<file path="src/rtl/mmc1_sxrom_mapper_if.sv">
// rtl/mmc1_sxrom_mapper_if.sv - CPU/PPU bus bundle for the MMC1 SxROM mapper
//
// Purpose: groups the CPU-side, PPU-side and mapper-output signals of
// mmc1_sxrom_mapper so the mapper and its host connect through one port.
// Signals:
//   ce          CPU-cycle enable
//   flags[31:0] cartridge flags (bit 15 = CHR is RAM)
//   prg_ain     CPU address          prg_read/prg_write  CPU strobes
//   prg_din     CPU write data       prg_aout/prg_allow  linear PRG address / access permit
//   chr_ain     PPU address          chr_aout/chr_allow  linear CHR address / write permit
//   vram_a10    CIRAM A10            vram_ce             route to internal VRAM
//   cfg_commit  one-clk pulse after a serial register commit
// Modports: master drives the CPU/PPU side, slave is the mapper.

interface mmc1_sxrom_mapper_if;
    logic        ce;
    logic [31:0] flags;
    logic [15:0] prg_ain;
    logic        prg_read;
    logic        prg_write;
    logic [7:0]  prg_din;
    logic [21:0] prg_aout;
    logic        prg_allow;
    logic [13:0] chr_ain;
    logic [21:0] chr_aout;
    logic        chr_allow;
    logic        vram_a10;
    logic        vram_ce;
    logic        cfg_commit;

    modport master (
        output ce, flags, prg_ain, prg_read, prg_write, prg_din, chr_ain,
        input  prg_aout, prg_allow, chr_aout, chr_allow, vram_a10, vram_ce, cfg_commit
    );

    modport slave (
        input  ce, flags, prg_ain, prg_read, prg_write, prg_din, chr_ain,
        output prg_aout, prg_allow, chr_aout, chr_allow, vram_a10, vram_ce, cfg_commit
    );
endinterface

</file>
<file path="src/rtl/mmc1_sxrom_mapper.sv">
// rtl/mmc1_sxrom_mapper.sv - MMC1-family (SNROM/SOROM/SUROM/SXROM) mapper
//
// Purpose: serial 5-write MMC1 register port with consecutive-write filter,
// 16 KB PRG banking with optional outer 256 KB bank, 4/8 KB CHR banking,
// banked 8 KB PRG RAM window at $6000-$7FFF and nametable mirroring.
// Ports:
//   clk      system clock
//   reset_n  synchronous active-low reset
//   bus      mmc1_sxrom_mapper_if.slave (CPU/PPU inputs, mapped outputs)
// Optional feature macro: MMC1_WRAM_DISABLE_EN
//   defined   -> prg[4]=1 disables the PRG RAM window (prg_allow=0 there)
//   undefined -> PRG RAM always enabled, prg[4] stored but unused

module mmc1_sxrom_mapper #(
    parameter int          PRG_BANK_W = 5,
    parameter int          CHR_BANK_W = 5,
    parameter int          RAM_BANK_W = 2,
    parameter logic [21:0] PRG_BASE   = 22'h000000,
    parameter logic [21:0] CHR_BASE   = 22'h200000,
    parameter logic [21:0] RAM_BASE   = 22'h3C0000
) (
    input  logic                 clk,
    input  logic                 reset_n,
    mmc1_sxrom_mapper_if.slave   bus
);

    localparam logic       OUTER_EN = (PRG_BANK_W == 5);
    localparam logic [4:0] CHR_MASK = 5'((1 << CHR_BANK_W) - 1);
    localparam logic [1:0] RAM_MASK = 2'((1 << RAM_BANK_W) - 1);

    logic [4:0] ctrl_q, ctrl_d;
    logic [4:0] chr0_q, chr0_d;
    logic [4:0] chr1_q, chr1_d;
    logic [4:0] prg_q,  prg_d;
    // Four bits are enough: the fifth bit arrives with the committing write.
    logic [3:0] shift_q, shift_d;
    logic [2:0] cnt_q,   cnt_d;
    logic       last_wr_q, last_wr_d;
    logic       commit_q,  commit_d;

    logic       serial_wr;
    logic [4:0] new_val;

    assign serial_wr = bus.ce && bus.prg_write && bus.prg_ain[15];
    assign new_val   = {bus.prg_din[0], shift_q};

    // Serial port next state
    always_comb begin
        ctrl_d    = ctrl_q;
        chr0_d    = chr0_q;
        chr1_d    = chr1_q;
        prg_d     = prg_q;
        shift_d   = shift_q;
        cnt_d     = cnt_q;
        last_wr_d = last_wr_q;
        commit_d  = 1'b0;
        if (bus.ce) begin
            last_wr_d = serial_wr;
            // A write on the cycle right after another is the dummy write of
            // a read-modify-write instruction and must be dropped.
            if (serial_wr && !last_wr_q) begin
                if (bus.prg_din[7]) begin
                    cnt_d   = 3'd0;
                    shift_d = 4'd0;
                    ctrl_d  = ctrl_q | 5'h0C;
                end else if (cnt_q != 3'd4) begin
                    shift_d = {bus.prg_din[0], shift_q[3:1]};
                    cnt_d   = cnt_q + 3'd1;
                end else begin
                    unique case (bus.prg_ain[14:13])
                        2'd0:    ctrl_d = new_val;
                        2'd1:    chr0_d = new_val;
                        2'd2:    chr1_d = new_val;
                        default: prg_d  = new_val;
                    endcase
                    cnt_d    = 3'd0;
                    shift_d  = 4'd0;
                    commit_d = 1'b1;
                end
            end
        end
    end

    always_ff @(posedge clk) begin
        if (!reset_n) begin
            ctrl_q    <= 5'h0C;
            chr0_q    <= 5'd0;
            chr1_q    <= 5'd0;
            prg_q     <= 5'd0;
            shift_q   <= 4'd0;
            cnt_q     <= 3'd0;
            last_wr_q <= 1'b0;
            commit_q  <= 1'b0;
        end else begin
            ctrl_q    <= ctrl_d;
            chr0_q    <= chr0_d;
            chr1_q    <= chr1_d;
            prg_q     <= prg_d;
            shift_q   <= shift_d;
            cnt_q     <= cnt_d;
            last_wr_q <= last_wr_d;
            commit_q  <= commit_d;
        end
    end

    // Address mapping (combinational from registers)
    logic       ram_window;
    logic       ram_en;
    logic       outer;
    logic [3:0] prg_inner;
    logic [4:0] prg_sel;
    logic [4:0] chr_sel;
    logic [1:0] ram_bank;

    assign ram_window = (bus.prg_ain[15:13] == 3'b011);

`ifdef MMC1_WRAM_DISABLE_EN
    assign ram_en = !prg_q[4];
`else
    assign ram_en = 1'b1;
`endif

    always_comb begin
        // Outer 256 KB bank follows whichever CHR register is live for the
        // current PPU address (chr0 in 8 KB mode).
        if (ctrl_q[4] && bus.chr_ain[12]) begin
            outer = chr1_q[4] & OUTER_EN;
        end else begin
            outer = chr0_q[4] & OUTER_EN;
        end

        unique case (ctrl_q[3:2])
            2'b10:   prg_inner = bus.prg_ain[14] ? prg_q[3:0] : 4'h0;
            2'b11:   prg_inner = bus.prg_ain[14] ? 4'hF : prg_q[3:0];
            default: prg_inner = {prg_q[3:1], bus.prg_ain[14]};
        endcase
        prg_sel  = {outer, prg_inner};
        ram_bank = chr0_q[3:2] & RAM_MASK;

        if (ram_window) begin
            bus.prg_aout = RAM_BASE | {7'd0, ram_bank, bus.prg_ain[12:0]};
        end else begin
            bus.prg_aout = PRG_BASE | {3'd0, prg_sel, bus.prg_ain[13:0]};
        end

        if (ctrl_q[4]) begin
            chr_sel = bus.chr_ain[12] ? chr1_q : chr0_q;
        end else begin
            chr_sel = {chr0_q[4:1], bus.chr_ain[12]};
        end
        bus.chr_aout = CHR_BASE | {5'd0, chr_sel & CHR_MASK, bus.chr_ain[11:0]};

        unique case (ctrl_q[1:0])
            2'd0:    bus.vram_a10 = 1'b0;
            2'd1:    bus.vram_a10 = 1'b1;
            2'd2:    bus.vram_a10 = bus.chr_ain[10];
            default: bus.vram_a10 = bus.chr_ain[11];
        endcase
    end

    assign bus.vram_ce    = bus.chr_ain[13];
    assign bus.prg_allow  = (bus.prg_ain[15] && !bus.prg_write) || (ram_window && ram_en);
    assign bus.chr_allow  = bus.flags[15];
    assign bus.cfg_commit = commit_q;

    logic unused_ok;
    assign unused_ok = ^{bus.flags[31:16], bus.flags[14:0], bus.prg_read,
                         bus.prg_din[6:1], prg_q[4]};

endmodule

</file>
<file path="src/flat_wrapper.sv">
// flat-port wrapper written by rule: the top's interface ports become plain ports
module mmc1_sxrom_mapper_flat 
#(
    parameter int          PRG_BANK_W = 5,
    parameter int          CHR_BANK_W = 5,
    parameter int          RAM_BANK_W = 2,
    parameter logic [21:0] PRG_BASE   = 22'h000000,
    parameter logic [21:0] CHR_BASE   = 22'h200000,
    parameter logic [21:0] RAM_BASE   = 22'h3C0000
)
  (clk, reset_n, bus_ce, bus_flags, bus_prg_ain, bus_prg_read, bus_prg_write, bus_prg_din, bus_chr_ain, bus_prg_aout, bus_prg_allow, bus_chr_aout, bus_chr_allow, bus_vram_a10, bus_vram_ce, bus_cfg_commit);
  mmc1_sxrom_mapper_if bus_i ();
  input  logic clk;
  input  logic reset_n;
  input wire logic [$bits(bus_i.ce)-1:0] bus_ce;
  input wire logic [$bits(bus_i.flags)-1:0] bus_flags;
  input wire logic [$bits(bus_i.prg_ain)-1:0] bus_prg_ain;
  input wire logic [$bits(bus_i.prg_read)-1:0] bus_prg_read;
  input wire logic [$bits(bus_i.prg_write)-1:0] bus_prg_write;
  input wire logic [$bits(bus_i.prg_din)-1:0] bus_prg_din;
  input wire logic [$bits(bus_i.chr_ain)-1:0] bus_chr_ain;
  output wire logic [$bits(bus_i.prg_aout)-1:0] bus_prg_aout;
  output wire logic [$bits(bus_i.prg_allow)-1:0] bus_prg_allow;
  output wire logic [$bits(bus_i.chr_aout)-1:0] bus_chr_aout;
  output wire logic [$bits(bus_i.chr_allow)-1:0] bus_chr_allow;
  output wire logic [$bits(bus_i.vram_a10)-1:0] bus_vram_a10;
  output wire logic [$bits(bus_i.vram_ce)-1:0] bus_vram_ce;
  output wire logic [$bits(bus_i.cfg_commit)-1:0] bus_cfg_commit;
  assign bus_i.ce = bus_ce;
  assign bus_i.flags = bus_flags;
  assign bus_i.prg_ain = bus_prg_ain;
  assign bus_i.prg_read = bus_prg_read;
  assign bus_i.prg_write = bus_prg_write;
  assign bus_i.prg_din = bus_prg_din;
  assign bus_i.chr_ain = bus_chr_ain;
  assign bus_prg_aout = bus_i.prg_aout;
  assign bus_prg_allow = bus_i.prg_allow;
  assign bus_chr_aout = bus_i.chr_aout;
  assign bus_chr_allow = bus_i.chr_allow;
  assign bus_vram_a10 = bus_i.vram_a10;
  assign bus_vram_ce = bus_i.vram_ce;
  assign bus_cfg_commit = bus_i.cfg_commit;
  mmc1_sxrom_mapper #(.PRG_BANK_W(PRG_BANK_W), .CHR_BANK_W(CHR_BANK_W), .RAM_BANK_W(RAM_BANK_W), .PRG_BASE(PRG_BASE), .CHR_BASE(CHR_BASE), .RAM_BASE(RAM_BASE)) u_core (.clk(clk), .reset_n(reset_n), .bus(bus_i));
endmodule
</file>
<file path="config.mk">
export PLATFORM = sky130hd
export DESIGN_NAME = mmc1_sxrom_mapper_flat
export DESIGN_NICKNAME = d
export VERILOG_FILES = /design/src/rtl/mmc1_sxrom_mapper_if.sv /design/src/rtl/mmc1_sxrom_mapper.sv /design/src/flat_wrapper.sv
export SDC_FILE = /design/constraint.sdc
export NUM_CORES = 1
export LEC_CHECK = 0
export CORE_UTILIZATION = 31
export DETAILED_ROUTE_END_ITERATION = 10
export HOLD_SLACK_MARGIN = 0.15
export PLACE_DENSITY = 0.78
export SLEW_MARGIN = 10
export SYNTH_ARGS = -nofsm -noshare
export SYNTH_HDL_FRONTEND = slang
export SYNTH_SLANG_ARGS = --single-unit
</file>
<file path="constraint.sdc">
create_clock -name clk -period 1.4 [get_ports clk]
set_input_delay 0.14 -clock clk [delete_from_list [all_inputs] [get_ports clk]]
set_output_delay 0.14 -clock clk [all_outputs]
set_load 0.005 [all_outputs]
</file>
# Yosys cells after proc, flatten, opt, wreduce, memory -nomap -nowiden
# Cells that the tools add are included.
# op_classes
n_reduce_logical	19
muxes	16
n_eq_ne	9
bitwise	6
add_sub_neg	1
# ops
operator	n
$mux W4	7
$mux W22	1
$reduce_and A5 Y1	4
$mux W5	2
$eq A2 B2 Y1 const B	4
$pmux W4 S2	1
$mux W3	2
$not A1 Y1	6
$logic_and A1 B1 Y1	5
$eq A2 B1 Y1 const B	2
$logic_not A2 Y1	2
$reduce_and A4 Y1	1
$reduce_or A4 Y1	1
$add A3 B1 Y3 const B	1
$eq A3 B2 Y1 const B	1
$ne A3 B3 Y1 const B	1
$pmux W1 S3	1
$reduce_or A3 Y1	1
$logic_not A1 Y1	2
$mux W1	2
$ne A2 B2 Y1 const B	1
$reduce_and A2 Y1	1
$reduce_bool A2 Y1	1
$logic_or A1 B1 Y1	1
# totals
word_cells	60
input_bits	75
ff_bits	28

# Longest topological paths before layout
# Gate-level depths: netlist (run 1).
# depth
word_depth	5
ltp_mapped	5
ltp_nobuf	5

# Least setup slack after synthesis (run 1)
# Ideal clock, no wire load.
# synth_timing
kind	register -> register
startpoint	register u_core.cnt_q[0]
endpoint	register u_core.ctrl_q[0]
setup_time_ps	72
n_path_buf	0
slack_ps	-40
arrival_ps	1368
path_stages_with_launch	6
cell_sequence	dfxtp_1 -> inv_1 -> ha_1 -> nand4b_2 -> nor4_2 -> mux2i_1
# synth_between
elab_chain_cells	3
# synth_lines
item	line	rtl
start: declaration	mmc1_sxrom_mapper.sv:37	logic [2:0] cnt_q, cnt_d;
start signal: assignment	mmc1_sxrom_mapper.sv:100	cnt_q <= cnt_d;
$ne A3 B3 Y1	mmc1_sxrom_mapper.sv:66	end else if (cnt_q != 3'd4) begin
$not A1 Y1 (no source line)	-	
$reduce_and A5 Y1 (no source line)	-	
end signal: assignment	mmc1_sxrom_mapper.sv:95	ctrl_q <= ctrl_d;
end: declaration	mmc1_sxrom_mapper.sv:31	logic [4:0] ctrl_q, ctrl_d;
# No other way between the ends.
# A chain may end at the register's enable or synchronous reset.

# Worst setup path in the final report (run 1)
# layout_timing
startpoint	register u_core.cnt_q[1]
endpoint	register u_core.chr0_q[2]
# layout_between
elab_chain_cells	3
# layout_lines
item	line	rtl
$ne A3 B3 Y1	mmc1_sxrom_mapper.sv:66	
$not A1 Y1 (no source line)	-	
$reduce_and A5 Y1 (no source line)	-	
end signal: assignment	mmc1_sxrom_mapper.sv:96	chr0_q <= chr0_d;
end: declaration	mmc1_sxrom_mapper.sv:32	logic [4:0] chr0_q, chr0_d;
# No other way between the ends.

==> impl_metrics.json, run 1 <==
{
  "yosys-top-cells-area": "dfxtp_1, buf_4, mux2i_1",
  "grt_max_degree": 17,
  "power_switching_w": 0.000358,
  "clk_latency_ns": 0.27,
  "cp.required_ns": 1.60,
  "io_buffers": 30,
  "switching_share_pct": 21.7,
  "critPathArrivalTime_ns": 1.76,
  "hold_violations": 0,
  "ys_types": 31,
  "core_um2": 5140,
  "rsz0062_at_grt": "true",
  "fmax_ghz": 0.642,
  "ctsHtreeMaxLevel": 1,
  "grt_usage_pct": 13.1,
  "setup_tns_ns": -1.01,
  "clk_path_buf_depth": 2,
  "drc": 0,
  "p_per_area_nw_per_um2": 769,
  "timing.final.crit_share_pct": 111,
  "drtIter0Drc": 47,
  "critical_path.startpoint_type": "register",
  "pwr-share-comb_pct": 12.8,
  "crit_type": "reg -> reg",
  "synth_area_um2": 1660,
  "wl_met2_mm": 1.79,
  "netlist_instances": 194,
  "clock_sinks": 28,
  "wl_per_cell_um": 12.2,
  "violations": "setup timing",
  "areaGrowthSynthToFinish_pct": 29.4,
  "path_buf_inv": 2,
  "cpMaxStageDelayCell": "nor4_4",
  "ys_ff_latch": 28,
  "wl_met3_um": 175,
  "dieHeight_um": 75.1,
  "cp_top_family": "simple AND/OR/NAND/NOR gates",
  "grt_pass1_vias": 1325,
  "cts_hold_buf": 0,
  "peakVddDrop_v": 0.000612,
  "vias": 1323,
  "p_leak_nw": 0.888,
  "initial_utilization_pct": 32.3,
  "post-route-min-period_ns": 1.56,
  "ys_warn_count": 0,
  "setup_viol": 13,
  "routed_wl_mm": 3.56,
  "finClkSkew_ns": 0.00162,
  "p_total_w": 0.00165,
  "clk_pin_slew_ns": 0.09,
  "ant_nets": 0,
  "cts_buffers": 3,
  "dieArea_um2": 5640,
  "slew_violations": 0,
  "synth_top_area_share_pct": 33.8,
  "die_w_um": 75.1,
  "met1_length_mm": 1.54,
  "io_pins": 124,
  "yosysTopAreaCell": "dfxtp_1",
  "num_rows": 26,
  "grt-ovfl-total": 0,
  "highest_layer": "met4",
  "cts_tree": "yes",
  "antenna_cells": 0,
  "holdCritPathClass": "in -> out",
  "worst_path_largest_cell_delay_ns": 0.36,
  "mostFrequentLayoutCell": "nand2_1",
  "cp-end-kind": "register",
  "p_int_w": 0.00129,
  "finalNetCount": 300,
  "placed_area_um2": 1980,
  "setup_ws_ns": -0.158,
  "place_congestion": 0.802,
  "cts-root-buf": "clkbuf_8",
  "ys_seq_area_share_pct": 33.8,
  "final_cell_mix": "nand2_1, buf_4, dfxtp_1, mux2i_1, a21oi_1",
  "seqPwrFrac_pct": 48.6,
  "drive_above_1_share_pct": 31.5,
  "via_per_inst": 4.53,
  "crit_chain": "inv_2, ha_4, nand4b_4, nor4_4, buf_6, mux2i_1",
  "dp_hpwl_mm": 2.57,
  "cp_max_fo": 5,
  "syn_avg_cell_area_um2": 8.55,
  "power.clock.fraction_pct": 38.6,
  "final_cell_area_um2": 2150,
  "grt_pass1_wl_mm": 5.62,
  "cap_violations": 0,
  "dr.pass1.iters": 4,
  "antenna_found_initial": 0,
  "status": "finished with violations"
}
==> final timing paths <==
| kind | to | startpoint | slack [ns] | depth (start not counted) |
|---|---|---|---|---|
| worst max register to register | u_core.chr0_q[2]$_SDFFE_PN0P_ | u_core.cnt_q[1]$_SDFFE_PN0P_ | -0.16 | 6 |
| worst max-delay path | u_core.chr0_q[2]$_SDFFE_PN0P_ | u_core.cnt_q[1]$_SDFFE_PN0P_ | -0.16 | 6 |
| worst min-delay path | bus_chr_aout[2] | bus_chr_ain[2] | 0.28 | 0 |
| worst min register to register | u_core.shift_q[0]$_SDFFE_PN0P_ | u_core.shift_q[0]$_SDFFE_PN0P_ | 0.46 | 2 |
==> state kept, by name (all words and copies together) (netlist names) <==
signal                 cells
u_core.bus.cfg_commit      1
u_core.chr0_q              5
u_core.chr1_q              5
u_core.cnt_q               3
u_core.ctrl_q              5
u_core.last_wr_q           1
u_core.prg_q               4
u_core.shift_q             4
==> power groups by stage <==
stage / Sequential (W) / Clock [W] / Combinational [W]
3_3_place_gp: 0.000822 / 0 / 0.000205
3_5_place_dp: 0.000822 / 0 / 0.000207
5_1_grt: 0.000804 / 0.000672 / 0.000231
4_1_cts: 0.000804 / 0.000641 / 0.000206
6_report: 0.000803 / 0.000637 / 0.000211
2_1_floorplan: 0.000821 / 0 / 0.000156
==> kinds of logic after synthesis <==
kind of cell / synth area share (%)
AOI/OAI and AO/OA: 8.38
adders and majority gates: 1.51
buffers and inverters: 19.4
DFF: 33.8
muxes: 14.2
other: 0.453
and+or+nand+nor: 22.3
==> per-stage QoR <==
step	hold WS, ns	worst slack, ns	std cells	utilization, %
4_1_cts	0.280	-0.0921	291	41.0
3_5_place_dp	0.280	-0.469	280	38.5
6_report	0.280	-0.158	292	41.7
2_1_floorplan	0.288	-0.0225	197	-
5_1_grt	0.280	-0.209	292	41.7
3_3_place_gp	0.280	-0.476	280	38.5
==> worst reg2reg max path, stage by stage, from the launching register on <==
cell,delay (ns)
dfxtp_2,0.34
inv_2,0.06
ha_4,0.15
nand4b_4,0.18
nor4_4,0.36
buf_6,0.18
mux2i_1,0.21
==> cells in the mapped netlist (all sizes together) <==
cell type / n
mux2i: 19
a21o: 1
dfxtp: 28
a21oi: 16
conb: 2
buf: 37
o21ai: 3
nand4b: 2
nand2b: 3
nor2: 4
nor4bb: 1
ha: 2
mux2: 4
or2: 1
or3: 1
and4b: 1
nor3: 3
and2: 1
inv: 8
nand3: 7
and3b: 1
clkbuf: 5
nor4: 4
o31ai: 1
o21a: 1
nand2: 35
o31a: 1
o22ai: 1
a31oi: 1
==> layout make-up <==
class                   count  area [um^2]
flip-flops and latches     28          571
clock buffers               3         41.3
fillers                   508         2990
repair buffers             63          527
well taps                  70         87.6
clock inverters             1         30.0
inverters                   8         30.0
multi-input cells         119          860
==> repair_timing <==
item,in CTS,in global routing
setup endpoints to repair,32,26
buffers inserted,7,1
pin swaps,3,2
gates resized for setup,42,23
==> routing by layer <==
metal | global-route usage, % | vias up
li1 | - | 669
met1 | 14.6 | 615
met2 | 23.8 | 29
met3 | 3.61 | 10
met4 | 4.32 | 0
met5 | 0 | -
Power figures use the tool's default switching activity.
==> inputs of run 2 (changes only) <==
Settings changed: CORE_ASPECT_RATIO set to 1.25.
==> run 2 against run 1 <==
The flow still finishes with violations (setup timing). Critical path depth shrank 1. Register-to-register slack gained 0.12 ns. Combinational power barely moved. Non-clock buffer count is 2 higher. Global-route usage rose by 0.64 points. Power fell by 8.2%. Core utilization is 0.88 points higher. Routed wire length rose by 1.7%. Cell area increased by 1.6%. Largest cell class unchanged.
==> impl_metrics.json, run 2 (synthesis results as in run 1) <==
{
  "status": "finished with violations",
  "violations": "setup timing",
  "routed_wl_mm": 3.63,
  "ctsHtreeMaxLevel": 1,
  "fill_cells": 483,
  "dieHeight_um": 83.8,
  "grt_max_degree": 18,
  "grt_pass1_wl_mm": 6.04,
  "clk_path_buf_depth": 2,
  "drc": 0,
  "r2r_cells": 7,
  "finalNonFillerCells": 286,
  "io_pins": 124,
  "timing.final.crit_share_pct": 106,
  "hold_end": "bus_chr_aout[0]",
  "drtIter0Drc": 29,
  "num_rows": 29,
  "via_per_inst": 4.72,
  "ant_nets": 0,
  "final_cell_mix": "nand2_1, buf_4, dfxtp_1, mux2i_1, a21oi_1",
  "fmax_ghz": 0.674,
  "largestRegisters": "u_core.chr0_q: 5 flops, u_core.chr1_q: 5 flops, u_core.ctrl_q: 5 flops",
  "timing.rr.end": "u_core.prg_q[3]$_SDFFE_PN0P_",
  "cp.required_ns": 1.26,
  "clock_sinks": 28,
  "io_buffers": 30,
  "grt-ovfl-total": 0,
  "peakVddDrop_v": 0.000313,
  "hold_depth": 0,
  "cap_violations": 0,
  "post-route-min-period_ns": 1.48,
  "place_ws_ns": -0.471,
  "drive_above_1_share_pct": 32.1,
  "worstHoldStart": "bus_chr_ain[0]",
  "dr.pass1.iters": 4,
  "p_total_w": 0.00152,
  "dp.cells": 275,
  "p_leak_nw": 0.901,
  "crit_type": "reg -> out",
  "dp_hpwl_mm": 2.64,
  "cts_tree": "yes",
  "cp-end-kind": "output port",
  "clk_latency_ns": 0.27,
  "antenna_cells": 0,
  "holdCritPathClass": "in -> out",
  "reg2reg_from": "u_core.cnt_q[0]$_SDFFE_PN0P_",
  "p_per_area_nw_per_um2": 695,
  "place_congestion": 0.771,
  "dieArea_um2": 5650,
  "initial_utilization_pct": 32.4,
  "vias": 1350,
  "grt_pass1_vias": 1394,
  "setup_ws_ns": -0.0828,
  "hold_violations": 0,
  "r2r_slack_ns": -0.04,
  "wl_per_cell_um": 12.7,
  "mostFrequentLayoutCell": "nand2_1",
  "setup_viol": 11,
  "finalNetCount": 302,
  "areaGrowthSynthToFinish_pct": 31.5,
  "cts_buffers": 3,
  "finClkSkew_ns": 0.00653,
  "slew_violations": 0,
  "critPathArrivalTime_ns": 1.34,
  "antenna_found_initial": 0,
  "regArea_um2": 571,
  "multi_input_area_um2": 867,
  "critical_path.startpoint_type": "register",
  "die_w_um": 67.4,
  "clk_pin_slew_ns": 0.10,
  "core_um2": 5120,
  "grt_usage_pct": 13.7,
  "cts-root-buf": "clkbuf_8",
  "cp_max_fo": 4,
  "rsz0062_at_grt": "true"
}
run 2: what timing repair did:
item | in CTS | in global routing
setup buffers | 6 | 1
pin swaps | 4 | 4
hold endpoints to repair | 0 | 0
cloned | 0 | 0
resized for setup | 50 | 23
hold buffers | 0 | 0
endpoints found under the setup margin | 33 | 32
run 2: critical path, stage by stage, from the launching register on:
cell	delay, ns
dfxtp_2	0.35
nand2_2	0.07
buf_6	0.13
buf_6	0.11
mux2_4	0.29
buf_6	0.12
run 2: worst max-delay path by stage:
stage          depth (start not counted)                       endpoint  slack [ns]                           from
2_1_floorplan                          5  u_core.chr1_q[0]$_SDFFE_PN0P_       -0.02   u_core.cnt_q[1]$_SDFFE_PN0P_
3_3_place_gp                           5               bus_prg_aout[17]       -0.44                bus_prg_ain[15]
3_5_place_dp                           5               bus_prg_aout[18]       -0.47                bus_chr_ain[12]
4_1_cts                                5               bus_chr_aout[14]        -0.1  u_core.ctrl_q[4]$_SDFFE_PN0P_
5_1_grt                                7   u_core.prg_q[1]$_SDFFE_PN0P_       -0.16   u_core.cnt_q[0]$_SDFFE_PN0P_
6_report                               5               bus_chr_aout[14]       -0.08  u_core.ctrl_q[4]$_SDFFE_PN0P_
run 2: final cells by class:
class	count	share of cell area, %
multi-input cells	119	39.8
repair buffers	65	26.6
flip-flops and latches	28	26.2
well taps	62	3.56
clock buffers	4	2.52
inverters	8	1.38
run 2: stage by stage:
stage	TNS, ns	area, um^2	hold WS (ns)	util, %
after global placement	-10.74	2000	0.280	39.1
after detailed placement	-11.21	2000	0.280	39.1
after CTS	-0.619	2100	0.280	41.1
final	-0.402	2180	0.280	42.6
after global routing	-1.69	2180	0.280	42.6
after floorplan	-0.113	1700	0.288	-
run 2: metal layers:
layer | part of all wire [%] | track usage [%] | wire [um]
met2 | 52 | 23.5 | 1900
met3 | 3.8 | 1.91 | 139
met1 | 42 | 16.4 | 1540
met5 | 0 | 0 | 0
met4 | 1.2 | 5.61 | 44
run 2: power by group:
group / switching [W] / internal (W) / total [W]
Clock: 0.000248 / 0.000252 / 0.000499
Sequential: 0.00000377 / 0.000799 / 0.000802
Combinational: 0.000103 / 0.000110 / 0.000214
Total: 0.000355 / 0.00116 / 0.00152
==> inputs of run 3 (changes only) <==
Settings changed: CAP_MARGIN set to 10, REMOVE_ABC_BUFFERS set to 1.
==> run 3 against run 2 <==
The flow still finishes with violations (setup timing). Worst setup slack gained 0.0043 ns. Core utilization shrank 0.098 points. Maximum frequency grew 0.29%. Combinational power grew 2%. Critical path type unchanged. Highest routed layer unchanged.
==> impl_metrics.json, run 3 (synthesis results as in run 1) <==
{
  "place_congestion": 0.763,
  "wl_per_cell_um": 14.6,
  "cts_hold_buf": 0,
  "cap_violations": 0,
  "clk_pin_slew_ns": 0.10,
  "p_int_w": 0.00129,
  "io_pins": 124,
  "drive_above_1_share_pct": 32.1,
  "holdCritPathClass": "in -> out",
  "setup_viol": 4,
  "p_total_w": 0.00165,
  "cp_max_fo": 4,
  "ctsHtreeMaxLevel": 1,
  "antenna_cells": 0,
  "cts-root-buf": "clkbuf_8",
  "clk_latency_ns": 0.27,
  "mostFrequentLayoutCell": "nand2_1",
  "seqPwrFrac_pct": 48.5,
  "grt_pass1_vias": 1383,
  "grt_usage_pct": 15.6,
  "areaGrowthSynthToFinish_pct": 31.2,
  "clk_path_buf_depth": 2,
  "critPathArrivalTime_ns": 1.34,
  "via_per_inst": 4.79,
  "whs_ns": 0.280,
  "dp_hpwl_mm": 3.22,
  "setup_tns_ns": -0.187,
  "largestRegisters": "u_core.chr0_q: 5 flops, u_core.chr1_q: 5 flops, u_core.ctrl_q: 5 flops",
  "rsz0062_at_grt": "true",
  "power.clock.fraction_pct": 38.3,
  "final_cell_mix": "nand2_1, buf_4, dfxtp_1, mux2i_1, a21oi_1",
  "dieHeight_um": 83.8,
  "routed_wl_mm": 4.18,
  "cp-end-kind": "output port",
  "slew_violations": 0,
  "cts_tree": "yes",
  "drc": 0,
  "violations": "setup timing",
  "grt-ovfl-total": 0,
  "regArea_um2": 571,
  "critical_path.startpoint_type": "register",
  "antenna_found_initial": 0,
  "io_buffers": 30,
  "peakVddDrop_v": 0.000340,
  "grt_pass1_wl_mm": 6.73,
  "p_per_area_nw_per_um2": 759,
  "cts_buffers": 3,
  "fill_cells": 516,
  "multi_input_area_um2": 862,
  "ant_nets": 0,
  "crit_type": "reg -> out",
  "dr.pass1.iters": 4,
  "post-route-min-period_ns": 1.48,
  "timing.final.crit_share_pct": 106,
  "finalNonFillerCells": 286,
  "num_rows": 29,
  "core_um2": 5120,
  "fmax_ghz": 0.676,
  "switching_share_pct": 21.6,
  "grt_max_degree": 17,
  "cp.required_ns": 1.26,
  "hold_violations": 0,
  "dieArea_um2": 5650,
  "pwr-share-comb_pct": 13.2,
  "die_w_um": 67.4,
  "status": "finished with violations",
  "dp.cells": 276,
  "finalNetCount": 302,
  "setup_ws_ns": -0.0785,
  "drtIter0Drc": 43,
  "vias": 1371,
  "power_switching_w": 0.000357,
  "place_ws_ns": -0.443,
  "initial_utilization_pct": 32.4,
  "finClkSkew_ns": 0.00361,
  "clock_sinks": 28,
  "p_leak_nw": 0.920
}
[run 3: repair_timing]
item	4_1_cts	5_1_grt
setup endpoints to repair	33	27
pin swaps	2	1
resized for setup	66	14
setup buffers	6	0
hold endpoints to repair	0	0
[run 3: area by class of cell]
| cell class | count | share of cell area, % |
|---|---|---|
| Inverter | 8 | 1.38 |
| Clock buffer | 3 | 1.90 |
| Clock inverter | 1 | 1.38 |
| Multi-Input combinational cell | 119 | 39.6 |
| Timing Repair Buffer | 65 | 25.9 |
| Sequential cell | 28 | 26.2 |
| Tap cell | 62 | 3.57 |
[run 3: worst paths after layout]
kind / startpoint / to / slack [ns] / depth (start not counted)
worst max-delay path: u_core.ctrl_q[4]$_SDFFE_PN0P_ / bus_chr_aout[13] / -0.08 / 5
worst min-delay path: bus_prg_ain[7] / bus_prg_aout[7] / 0.28 / 0
worst max register to register: u_core.cnt_q[0]$_SDFFE_PN0P_ / u_core.chr0_q[3]$_SDFFE_PN0P_ / 0 / 7
worst min register to register: u_core.shift_q[0]$_SDFFE_PN0P_ / u_core.shift_q[0]$_SDFFE_PN0P_ / 0.46 / 2
[run 3: power groups by stage]
| stage | clock network, W | registers, W | logic, W |
|---|---|---|---|
| global placement | 0 | 0.000821 | 0.000210 |
| detailed placement | 0 | 0.000821 | 0.000214 |
| CTS | 0.000641 | 0.000802 | 0.000218 |
| floorplan | 0 | 0.000821 | 0.0000622 |
| global route | 0.000677 | 0.000803 | 0.000237 |
| finish | 0.000632 | 0.000802 | 0.000218 |
[run 3: stage by stage]
step | utilization, % | instance area, um^2
6_report | 42.5 | 2180
5_1_grt | 42.5 | 2180
4_1_cts | 42.3 | 2160
3_5_place_dp | 38.6 | 1970
3_3_place_gp | 38.6 | 1970
2_1_floorplan | - | 1380
[run 3: per-layer routing]
metal  vias to the layer above  share of wire [%]  track usage (%)
li1                        675                  -                -
met1                       626                 39             18.0
met2                        64                 50             26.5
met3                         6                9.8             5.87
met4                         0                1.2             3.68
met5                         -                  0                0
[run 3: worst max-delay path: stages (launching register included)]
cell,delay [ns]
dfxtp_2,0.35
nand2_2,0.06
buf_6,0.13
buf_6,0.11
mux2_4,0.30
buf_6,0.12
